`config.mk`:
```
export PLATFORM = sky130hd
export DESIGN_NAME = ex_stage_md_flat
export DESIGN_NICKNAME = d
export VERILOG_FILES = /design/src/rtl/ex_md_if.sv /design/src/rtl/ex_stage_md.sv /design/src/flat_wrapper.sv
export SDC_FILE = /design/constraint.sdc
export NUM_CORES = 2
export LEC_CHECK = 0
export CORE_ASPECT_RATIO = 1.5
export CORE_UTILIZATION = 26
export DETAILED_ROUTE_END_ITERATION = 8
export PLACE_DENSITY = 0.4
export SKIP_CTS_REPAIR_TIMING = 1
export SYNTH_ARGS = -nofsm -noshare
export SYNTH_HDL_FRONTEND = slang
export SYNTH_SLANG_ARGS = --single-unit
```
`constraint.sdc`:
```
create_clock -name clk -period 16.9 [get_ports clk]
set_input_delay 1.69 -clock clk [delete_from_list [all_inputs] [get_ports clk]]
set_output_delay 1.69 -clock clk [all_outputs]
set_load 0.02 [all_outputs]
```
`src/rtl/ex_md_if.sv`:
```
// Port bundle between decode/hazard logic (master)
// and the execute stage with multiply/divide (slave).
interface ex_md_if #(
  parameter int DATA_W = 32,
  parameter int REG_AW = 5,
  parameter int OP_W   = 5
);
  logic              in_valid;
  logic [OP_W-1:0]   in_op;
  logic [DATA_W-1:0] in_rs_data;
  logic [DATA_W-1:0] in_rt_data;
  logic [DATA_W-1:0] in_imm;
  logic [4:0]        in_shamt;
  logic              in_use_imm;
  logic              in_use_shamt;
  logic [REG_AW-1:0] in_rs;
  logic [REG_AW-1:0] in_rt;
  logic [REG_AW-1:0] in_rd;
  logic              in_dst_rd;
  logic              in_wr;
  logic              flush;
  logic [DATA_W-1:0] fwd_mem_data;
  logic [DATA_W-1:0] fwd_wb_data;
  logic [1:0]        fwd_sel_a;
  logic [1:0]        fwd_sel_b;
  logic              ex_stall;
  logic              out_valid;
  logic [DATA_W-1:0] out_result;
  logic [DATA_W-1:0] out_store_data;
  logic [REG_AW-1:0] out_dst;
  logic [REG_AW-1:0] out_rs;
  logic [REG_AW-1:0] out_rt;

  modport master (
    output in_valid, in_op, in_rs_data, in_rt_data,
    output in_imm, in_shamt, in_use_imm, in_use_shamt,
    output in_rs, in_rt, in_rd, in_dst_rd, in_wr,
    output flush, fwd_mem_data, fwd_wb_data,
    output fwd_sel_a, fwd_sel_b,
    input  ex_stall, out_valid, out_result,
    input  out_store_data, out_dst, out_rs, out_rt
  );

  modport slave (
    input  in_valid, in_op, in_rs_data, in_rt_data,
    input  in_imm, in_shamt, in_use_imm, in_use_shamt,
    input  in_rs, in_rt, in_rd, in_dst_rd, in_wr,
    input  flush, fwd_mem_data, fwd_wb_data,
    input  fwd_sel_a, fwd_sel_b,
    output ex_stall, out_valid, out_result,
    output out_store_data, out_dst, out_rs, out_rt
  );
endinterface

```
`src/rtl/ex_stage_md.sv`:
```
// Execute stage: ID/EX register, forwarding, ALU and a
// non-blocking radix-2 multiply/divide unit with HI/LO.
module ex_stage_md #(
  parameter int DATA_W = 32,
  parameter int REG_AW = 5,
  parameter int OP_W   = 5
) (
  input logic   clk,
  input logic   reset,
  ex_md_if.slave bus
);
  localparam int SH_W = $clog2(DATA_W);

  typedef struct packed {
    logic              valid;
    logic [OP_W-1:0]   op;
    logic [DATA_W-1:0] rs_data;
    logic [DATA_W-1:0] rt_data;
    logic [DATA_W-1:0] imm;
    logic [4:0]        shamt;
    logic              use_imm;
    logic              use_shamt;
    logic [REG_AW-1:0] rs;
    logic [REG_AW-1:0] rt;
    logic [REG_AW-1:0] rd;
    logic              dst_rd;
    logic              wr;
  } id_ex_t;

  id_ex_t q;
  logic   stall;
  logic   busy;

  always_ff @(posedge clk or negedge reset) begin
    if (!reset) begin
      q <= '0;
    end else if (bus.flush) begin
      q.valid <= 1'b0;
    end else if (!stall) begin
      q <= '{valid: bus.in_valid, op: bus.in_op,
             rs_data: bus.in_rs_data,
             rt_data: bus.in_rt_data,
             imm: bus.in_imm, shamt: bus.in_shamt,
             use_imm: bus.in_use_imm,
             use_shamt: bus.in_use_shamt,
             rs: bus.in_rs, rt: bus.in_rt,
             rd: bus.in_rd, dst_rd: bus.in_dst_rd,
             wr: bus.in_wr};
    end
  end

  logic [OP_W-1:0] op;
  logic is_md;
  logic is_grp;
  logic is_bad;
  logic is_sgn;
  logic is_div;

  assign op     = q.op;
  assign is_md  = op >= OP_W'(12) && op <= OP_W'(15);
  assign is_grp = op >= OP_W'(12) && op <= OP_W'(17);
  assign is_bad = op >= OP_W'(18);
  assign is_sgn = op == OP_W'(12) || op == OP_W'(14);
  assign is_div = op == OP_W'(14) || op == OP_W'(15);

  logic [DATA_W-1:0] fwd_a;
  logic [DATA_W-1:0] fwd_b;

  always_comb begin
    unique case (bus.fwd_sel_a)
      2'b10:   fwd_a = bus.fwd_mem_data;
      2'b01:   fwd_a = bus.fwd_wb_data;
      default: fwd_a = q.rs_data;
    endcase
    unique case (bus.fwd_sel_b)
      2'b10:   fwd_b = bus.fwd_mem_data;
      2'b01:   fwd_b = bus.fwd_wb_data;
      default: fwd_b = q.rt_data;
    endcase
  end

  logic [DATA_W-1:0] a;
  logic [DATA_W-1:0] b;
  logic [SH_W-1:0]   sh;
  logic [DATA_W-1:0] hi;
  logic [DATA_W-1:0] lo;
  logic [DATA_W-1:0] res;

  assign a  = q.use_shamt ? DATA_W'(q.shamt) : fwd_a;
  assign b  = q.use_imm ? q.imm : fwd_b;
  assign sh = SH_W'(b[4:0]);

  always_comb begin
    res = a + b;
    unique case (1'b1)
      op == OP_W'(1):  res = a - b;
      op == OP_W'(2):  res = a & b;
      op == OP_W'(3):  res = a | b;
      op == OP_W'(4):  res = a ^ b;
      op == OP_W'(5):  res = ~(a | b);
      op == OP_W'(6):
        res = DATA_W'($signed(a) < $signed(b));
      op == OP_W'(7):  res = DATA_W'(a < b);
      op == OP_W'(8):  res = a << sh;
      op == OP_W'(9):  res = a >> sh;
      op == OP_W'(10):
        res = $unsigned($signed(a) >>> sh);
      op == OP_W'(11): res = b << (DATA_W / 2);
      op == OP_W'(16): res = hi;
      op == OP_W'(17): res = lo;
      default: ;
    endcase
  end

  logic issue;

  assign stall = q.valid & is_grp & busy;
  assign issue = q.valid & is_md & ~stall;

  assign bus.ex_stall       = stall;
  assign bus.out_valid      = q.valid & ~stall;
  assign bus.out_result     = q.valid ? res : '0;
  assign bus.out_store_data = q.valid ? fwd_b : '0;
  assign bus.out_rs         = q.rs;
  assign bus.out_rt         = q.rt;
  assign bus.out_dst =
    (q.valid & q.wr & ~is_md & ~is_bad) ?
    (q.dst_rd ? q.rd : q.rt) : '0;

  // acc/mq hold {product-high, multiplier} or {remainder, quotient}
  logic [SH_W-1:0]   cnt;
  logic [DATA_W-1:0] acc;
  logic [DATA_W-1:0] mq;
  logic [DATA_W-1:0] mb;
  logic [DATA_W-1:0] dvd;
  logic              dmode;
  logic              neg_q;
  logic              neg_r;
  logic              dz;

  logic              sa;
  logic              sb;
  logic [DATA_W-1:0] mag_a;
  logic [DATA_W-1:0] mag_b;

  assign sa    = is_sgn & fwd_a[DATA_W-1];
  assign sb    = is_sgn & fwd_b[DATA_W-1];
  assign mag_a = sa ? -fwd_a : fwd_a;
  assign mag_b = sb ? -fwd_b : fwd_b;

  logic [DATA_W:0]     sum;
  logic [DATA_W:0]     shl;
  logic [DATA_W-1:0]   diff;
  logic                ge;
  logic [DATA_W-1:0]   acc_n;
  logic [DATA_W-1:0]   mq_n;
  logic [2*DATA_W-1:0] prod;
  logic [DATA_W-1:0]   hi_n;
  logic [DATA_W-1:0]   lo_n;
  logic                last;

  assign last = cnt == SH_W'(DATA_W - 1);

  always_comb begin
    sum  = {1'b0, acc} + (mq[0] ? {1'b0, mb} : '0);
    shl  = {acc, mq[DATA_W-1]};
    ge   = shl >= {1'b0, mb};
    diff = shl[DATA_W-1:0] - mb;
    if (dmode) begin
      acc_n = ge ? diff : shl[DATA_W-1:0];
      mq_n  = {mq[DATA_W-2:0], ge};
    end else begin
      acc_n = sum[DATA_W:1];
      mq_n  = {sum[0], mq[DATA_W-1:1]};
    end
    prod = {acc_n, mq_n};
    if (neg_q) prod = -prod;
    {hi_n, lo_n} = prod;
    if (dmode) begin
      lo_n = neg_q ? -mq_n : mq_n;
      hi_n = neg_r ? -acc_n : acc_n;
      if (dz) begin
        lo_n = '1;
        hi_n = dvd;
      end
    end
  end

  always_ff @(posedge clk or negedge reset) begin
    if (!reset) begin
      busy  <= 1'b0;
      cnt   <= '0;
      hi    <= '0;
      lo    <= '0;
      acc   <= '0;
      mq    <= '0;
      mb    <= '0;
      dvd   <= '0;
      dmode <= 1'b0;
      neg_q <= 1'b0;
      neg_r <= 1'b0;
      dz    <= 1'b0;
    end else if (busy) begin
      acc <= acc_n;
      mq  <= mq_n;
      cnt <= cnt + SH_W'(1);
      if (last) begin
        busy <= 1'b0;
        cnt  <= '0;
        hi   <= hi_n;
        lo   <= lo_n;
      end
    end else if (issue) begin
      busy  <= 1'b1;
      cnt   <= '0;
      acc   <= '0;
      mq    <= mag_a;
      mb    <= mag_b;
      dvd   <= fwd_a;
      dmode <= is_div;
      neg_q <= sa ^ sb;
      neg_r <= sa;
      dz    <= is_div & (fwd_b == '0);
    end
  end
endmodule

```
`src/flat_wrapper.sv`:
```
// flat-port wrapper written by rule: the top's interface ports become plain ports
module ex_stage_md_flat 
#(
  parameter int DATA_W = 32,
  parameter int REG_AW = 5,
  parameter int OP_W   = 5
)
  (clk, reset, bus_in_valid, bus_in_op, bus_in_rs_data, bus_in_rt_data, bus_in_imm, bus_in_shamt, bus_in_use_imm, bus_in_use_shamt, bus_in_rs, bus_in_rt, bus_in_rd, bus_in_dst_rd, bus_in_wr, bus_flush, bus_fwd_mem_data, bus_fwd_wb_data, bus_fwd_sel_a, bus_fwd_sel_b, bus_ex_stall, bus_out_valid, bus_out_result, bus_out_store_data, bus_out_dst, bus_out_rs, bus_out_rt);
  ex_md_if #(.DATA_W(DATA_W), .REG_AW(REG_AW), .OP_W(OP_W)) bus_i ();
  input logic clk;
  input logic reset;
  input wire logic [$bits(bus_i.in_valid)-1:0] bus_in_valid;
  input wire logic [$bits(bus_i.in_op)-1:0] bus_in_op;
  input wire logic [$bits(bus_i.in_rs_data)-1:0] bus_in_rs_data;
  input wire logic [$bits(bus_i.in_rt_data)-1:0] bus_in_rt_data;
  input wire logic [$bits(bus_i.in_imm)-1:0] bus_in_imm;
  input wire logic [$bits(bus_i.in_shamt)-1:0] bus_in_shamt;
  input wire logic [$bits(bus_i.in_use_imm)-1:0] bus_in_use_imm;
  input wire logic [$bits(bus_i.in_use_shamt)-1:0] bus_in_use_shamt;
  input wire logic [$bits(bus_i.in_rs)-1:0] bus_in_rs;
  input wire logic [$bits(bus_i.in_rt)-1:0] bus_in_rt;
  input wire logic [$bits(bus_i.in_rd)-1:0] bus_in_rd;
  input wire logic [$bits(bus_i.in_dst_rd)-1:0] bus_in_dst_rd;
  input wire logic [$bits(bus_i.in_wr)-1:0] bus_in_wr;
  input wire logic [$bits(bus_i.flush)-1:0] bus_flush;
  input wire logic [$bits(bus_i.fwd_mem_data)-1:0] bus_fwd_mem_data;
  input wire logic [$bits(bus_i.fwd_wb_data)-1:0] bus_fwd_wb_data;
  input wire logic [$bits(bus_i.fwd_sel_a)-1:0] bus_fwd_sel_a;
  input wire logic [$bits(bus_i.fwd_sel_b)-1:0] bus_fwd_sel_b;
  output wire logic [$bits(bus_i.ex_stall)-1:0] bus_ex_stall;
  output wire logic [$bits(bus_i.out_valid)-1:0] bus_out_valid;
  output wire logic [$bits(bus_i.out_result)-1:0] bus_out_result;
  output wire logic [$bits(bus_i.out_store_data)-1:0] bus_out_store_data;
  output wire logic [$bits(bus_i.out_dst)-1:0] bus_out_dst;
  output wire logic [$bits(bus_i.out_rs)-1:0] bus_out_rs;
  output wire logic [$bits(bus_i.out_rt)-1:0] bus_out_rt;
  assign bus_i.in_valid = bus_in_valid;
  assign bus_i.in_op = bus_in_op;
  assign bus_i.in_rs_data = bus_in_rs_data;
  assign bus_i.in_rt_data = bus_in_rt_data;
  assign bus_i.in_imm = bus_in_imm;
  assign bus_i.in_shamt = bus_in_shamt;
  assign bus_i.in_use_imm = bus_in_use_imm;
  assign bus_i.in_use_shamt = bus_in_use_shamt;
  assign bus_i.in_rs = bus_in_rs;
  assign bus_i.in_rt = bus_in_rt;
  assign bus_i.in_rd = bus_in_rd;
  assign bus_i.in_dst_rd = bus_in_dst_rd;
  assign bus_i.in_wr = bus_in_wr;
  assign bus_i.flush = bus_flush;
  assign bus_i.fwd_mem_data = bus_fwd_mem_data;
  assign bus_i.fwd_wb_data = bus_fwd_wb_data;
  assign bus_i.fwd_sel_a = bus_fwd_sel_a;
  assign bus_i.fwd_sel_b = bus_fwd_sel_b;
  assign bus_ex_stall = bus_i.ex_stall;
  assign bus_out_valid = bus_i.out_valid;
  assign bus_out_result = bus_i.out_result;
  assign bus_out_store_data = bus_i.out_store_data;
  assign bus_out_dst = bus_i.out_dst;
  assign bus_out_rs = bus_i.out_rs;
  assign bus_out_rt = bus_i.out_rt;
  ex_stage_md #(.DATA_W(DATA_W), .REG_AW(REG_AW), .OP_W(OP_W)) u_core (.clk(clk), .reset(reset), .bus(bus_i));
endmodule
```
; Yosys cells after proc, flatten, opt, wreduce, memory -nomap -nowiden
; Index checks and enable logic that the tools add are counted.
[classes]
addsub = 10
n_lt_le_gt_ge = 7
eq_ne = 22
shift = 3
n_mux = 34
n_bitwise = 21
n_reduce_logical = 9
[ops]
columns = cell, n
row1 = 32-bit two-way mux, 20
row2 = 32-bit case mux with 13 select lines, 1
row3 = 32-bit negator, 4
row4 = 32-bit case mux with 2 select lines, 2
row5 = 126-bit two-way mux, 1
row6 = 32-bit < comparator, 2
row7 = 64-bit two-way mux, 1
row8 = 64-bit negator, 1
row9 = 32-bit subtractor, 2
row10 = 5-bit by 4-bit == test with 1-bit output (second input constant), 7
row11 = 32-bit by 33-bit adder with 33-bit output, 1
row12 = 33-bit by 32-bit >= comparator with 1-bit output, 1
row13 = 32-bit adder, 1
row14 = 32-bit AND, 1
row15 = 32-bit logical NOT, 1
row16 = 32-bit inverter, 1
row17 = 32-bit bitwise OR, 1
row18 = 32-bit by 5-bit left shift with 32-bit output, 1
row19 = 32-bit by 5-bit >> shifter with 32-bit output, 1
row20 = 32-bit by 5-bit >>> shifter with 32-bit output, 1
row21 = 32-bit XOR, 1
row22 = 5-bit two-way mux, 5
row23 = 5-bit by 3-bit == test with 1-bit output (second input constant), 4
row24 = 5-bit == test (second input constant), 3
row25 = 18 further kinds, 42
[word_totals]
regBits = 328
in_bits = 197
output_inout_bits = 81

; Longest topological paths before layout
[logic_depth]
ltp_word = 8
mapped_depth = 24

; Worst setup path after synthesis
; OpenSTA, ideal clock, no wires.
[synth_timing]
path_kind = input port to output port
startpoint = input port bus_fwd_sel_b[0]
endpoint = output port bus_out_result[0]
arrival_ns = 6.928
slack_ns = 8.282
cell_stages = 23
path_buffers = 4
path_cell_list = inv_1 ha_1 buf_2 nand2_1 o21ai_0 a21boi_1 clkbuf_1 clkbuf_1 ha_1 clkbuf_1 o21a_1 o21ai_0 a21oi_1 o2111ai_1 o211ai_1 a211oi_1 o41ai_1 a221oi_1 o31ai_1 a21oi_1 o21a_1 a21oi_1 o41ai_1
[synth_between]
elab_chain_len = 7
elab_cells_between_ends = 17
classes_between = 2 x add/sub / 2 x order compare / 2 x eq/ne / 3 x shift / 4 x mux / 4 x bitwise
[synth_lines]
columns = element, line
row1 = "start, declared", flat_wrapper.sv:29  ; input wire logic [$bits(bus_i.fwd_sel_b)-1:0] bus_fwd_sel_b;
row2 = 2-bit by 1-bit == test with 1-bit output / 2-bit == test (equally long branches), ex_stage_md.sv:75  ; unique case (bus.fwd_sel_b)
row3 = 32-bit case mux with 2 select lines *, ex_stage_md.sv:75
row4 = 32-bit two-way mux *, ex_stage_md.sv:90  ; assign b = q.use_imm ? q.imm : fwd_b;
row5 = "parallel branches: the longest is 2 deep, another holds 32-bit adder", n/a
row6 = 32-bit case mux with 13 select lines *, ex_stage_md.sv:95  ; unique case (1'b1)
row7 = 32-bit two-way mux *, ex_stage_md.sv:122  ; assign bus.out_result = q.valid ? res : '0;
row8 = "end, declared", flat_wrapper.sv:32  ; output wire logic [$bits(bus_i.out_result)-1:0] bus_out_result;
; Every way passes the cells marked *.

; Final worst setup path
[layout_timing]
startpoint = input port bus_fwd_sel_a[0]
endpoint = output port bus_out_result[24]
[layout_between]
elab_chain_len = 7
elab_cells_between_ends = 15
classes_between = 2 x add/sub / 2 x eq/ne / 3 x shift / 4 x mux / 4 x bitwise
[layout_lines]
columns = element, line
row1 = "start, declared", flat_wrapper.sv:28  ; input wire logic [$bits(bus_i.fwd_sel_a)-1:0] bus_fwd_sel_a;
row2 = 2-bit by 1-bit == test with 1-bit output / 2-bit == test (equally long branches), ex_stage_md.sv:70  ; unique case (bus.fwd_sel_a)
row3 = 32-bit case mux with 2 select lines *, ex_stage_md.sv:70
row4 = 32-bit two-way mux *, ex_stage_md.sv:89  ; assign a = q.use_shamt ? DATA_W'(q.shamt) : fwd_a;
row5 = "parallel branches: the longest is 2 deep, another holds 32-bit adder", n/a
row6 = 32-bit case mux with 13 select lines *, ex_stage_md.sv:95
row7 = 32-bit two-way mux *, ex_stage_md.sv:122
; Marked as above.

==> flow_summary.ini <==
[run_status]
status = complete, no violations

[timing]
tightest_slew_ns = 1.19
rsz0062_at_grt = false
period_share = 0.668
drv_slew = 0
fmax_ghz = 0.0885
period_needed_ns = 11.29
hold_viol = 0
setup_viol_count_final = 0
slew_headroom = 0.210
setup_tns_ns = 0
clock_skew_ns = 0.0611

[setup_path]
critPathRequiredTime_ns = 15.21
cp_common_cell = inv_1
worst_setup_path_start_kind = primary input
worst-setup-path-type = in -> out
critPathSlowestCell = o21ai_1
cp_num_buf_inv = 7
end_kind = primary output
crit_family = compound AO/OA/AOI/OAI gates
cp_data_arrival_time_ns = 9.60
path_cells = clkdlybuf4s50_1, inv_1, ha_1, buf_4, inv_1, buf_4, o21ai_1, o21a_1, inv_1, ha_1, o21a_1, o21ai_0, a21oi_1, o2111ai_1, o211ai_1, a211oi_1, o41ai_1, a221oi_1, o21ai_0, xnor2_1, a211oi_1, nor2_1, clkdlybuf4s50_1
cp_max_fo = 35
cpPeakStageDelay_ns = 0.78

[yosys]
yosys.area.top_type = dfrtp_1
synth_common_cells = nand2_1, o21ai_0, nor2_1, dfrtp_1, a21oi_1
synth_seq_cells = 328
ys_async_sr_fraction = 1.00
syn-cell-area_sq_um = 32200
synth_fp_nets = 4538
netlist_instances = 4168
synth_area_per_cell_sq_um = 7.73
synth_cell_type_count = 103
synth_most_common_cell = nand2_1
synth_top_area_share = 0.255
yosysSeqAreaShare = 0.255
synth-edff-count = 0
synthTopCellsByArea = dfrtp_1, o21ai_0, ha_1
synth_ff_type = dfrtp_1
yosys_warnings = 0

[die]
dieArea_sq_um = 125000
die-width_microns = 290
die_h_microns = 433
io_pins = 278
start_util = 0.263
rows = 157
core_area_sq_um = 123000

[power]
ir_drop_v = 0.000122
total_power_mw = 6.23
power_density_nw_per_um2 = 163
p_leak_nw = 15.6

[clock_tree]
clock-root-buffer = clkbuf_16
tritoncts.num_buffers = 42
cts_tree = done
clk_pin_slew_ns = 0.06
clk_latency_ns = 0.62
cts_max_level = 2
cts.path.max_buffers = 3
clkSinkCount = 328

[drt]
drtAntennaViolNets = 0
post_drt_wl_per_cell_microns = 29.4
vias_per_cell = 5.63
firstDrtPassIters = 6
remaining_drc_errors = 0
drtIter0Drc = 2900
finalWirelength_mm = 175
via_count = 33400

[global_route]
grt_max_degree = 116
grt_antenna_before_repair = 13
grt_pass1_wl_mm = 247
grt_use_total = 0.274
first_global_vias = 33400
grt-ovfl-total = 0

[cells_and_area]
stdcell_area_sq_um = 38300
seqCellArea_sq_um = 8220
nNetsFinal = 4673
multi_input_area_sq_um = 22300
nFillCells = 13300
drive_gt1_frac = 0.100
area_growth_pct = 18.8

[place]
dp_hpwl_mm = 137
placed_area_sq_um = 36800
port_buffers = 277
place_congestion = 0.958

[flow_run]
maxCapViolCount = 0

[worst_hold_path]
hp-class = reg -> reg
## worst paths after layout
kind                                       start  depth (start not counted)                  to  slack, ns
worst max register to register      u_core.mb[7]                         23       u_core.hi[10]       9.74
max in group asynchronous                  reset                          3        u_core.dmode      13.39
worst min-delay path              u_core.dvd[21]                          2      u_core.dvd[21]       0.47
worst max-delay path            bus_fwd_sel_a[0]                         23  bus_out_result[24]       5.61
min in group asynchronous                  reset                          1       u_core.q[116]       1.16
worst min register to register    u_core.dvd[21]                          2      u_core.dvd[21]       0.47
## placed cells by master, fill, tap and decap left out, drive strengths merged, types with 47 or more instances in the layout
cell type and instances:
a211oi 47, a21o 50, a21oi 278, a22oi 74, a31oi 62, and2 56, buf 117, clkbuf 60
clkdlybuf4s50 276, dfrtp 328, ha 170, inv 173, mux2 153, mux2i 103, nand2 464, nand3 67
nor2 360, nor2b 54, nor3 82, o211ai 49, o21ai 469, xnor2 127, xor2 93
## metal layers
metal	share of wire	vias to the layer above	global-route usage	wire [microns]
li1	-	15500	-	-
met1	0.39	16500	0.316	68200
met2	0.50	1155	0.479	86800
met3	0.036	319	0.0193	6280
met4	0.077	2	0.189	13500
met5	0.000074	-	0	13
## metrics by stage
| step | setup WS [ns] | hold slack [ns] | std cells | util |
|---|---|---|---|---|
| detailed placement | 5.58 | 0.461 | 5849 | 0.300 |
| floorplan | 8.28 | 0.441 | 4168 | - |
| global route | 5.07 | 0.496 | 5936 | 0.312 |
| CTS | 5.55 | 0.474 | 5927 | 0.312 |
| finish | 5.61 | 0.475 | 5938 | 0.312 |
| global placement | 5.66 | 0.456 | 5849 | 0.300 |
## power breakdown
group          switching (mW)  total, mW  leakage, nW  internal [mW]
Clock                   0.413      0.981        0.726          0.569
Sequential              0.280       1.25         4.06          0.967
Combinational            2.59       4.00         10.8           1.41
Total                    3.28       6.23         15.6           2.95
## logic make-up (layout without fill, tap and decap cells)
group | after synthesis | in the layout | share of synthesized area
AO/OA/AOI/OAI | 1428 | 1428 | 0.290
AND/OR/NAND/NOR | 1288 | 1288 | 0.185
buffers and inverters | 475 | 644 | 0.0578
flip-flops | 328 | 328 | 0.255
multiplexers | 256 | 256 | 0.0854
XOR/XNOR | 220 | 220 | 0.0598
adder cells (fa/ha/maj) | 173 | 173 | 0.0678
other | 0 | 11 | 0
## tightest hold or removal path: cells and delay by family (launching register included)
kind / cells / cell delay [ns]
flip-flops: 1 / 0.33
AO/OA/AOI/OAI: 1 / 0.06
AND/OR/NAND/NOR: 1 / 0.05
## state kept, by name (all words and copies together), names as in the netlist, 5 cells and up
| register | count |
|---|---|
| u_core.acc | 32 |
| u_core.bus.out_rs | 5 |
| u_core.bus.out_rt | 5 |
| u_core.cnt | 5 |
| u_core.dvd | 32 |
| u_core.hi | 32 |
| u_core.lo | 32 |
| u_core.mb | 32 |
| u_core.mq | 32 |
| u_core.op | 5 |
| u_core.q | 111 |
## final cells by class
cell class | count | area share
clock inverter | 18 | 0.00608
multi-input combinational | 3365 | 0.581
timing repair buffer | 393 | 0.0956
tap | 1590 | 0.0520
antenna | 11 | 0.000719
clock buffer | 60 | 0.0326
sequential | 328 | 0.215
inverter | 173 | 0.0170
(Power assumes the default switching activity.)
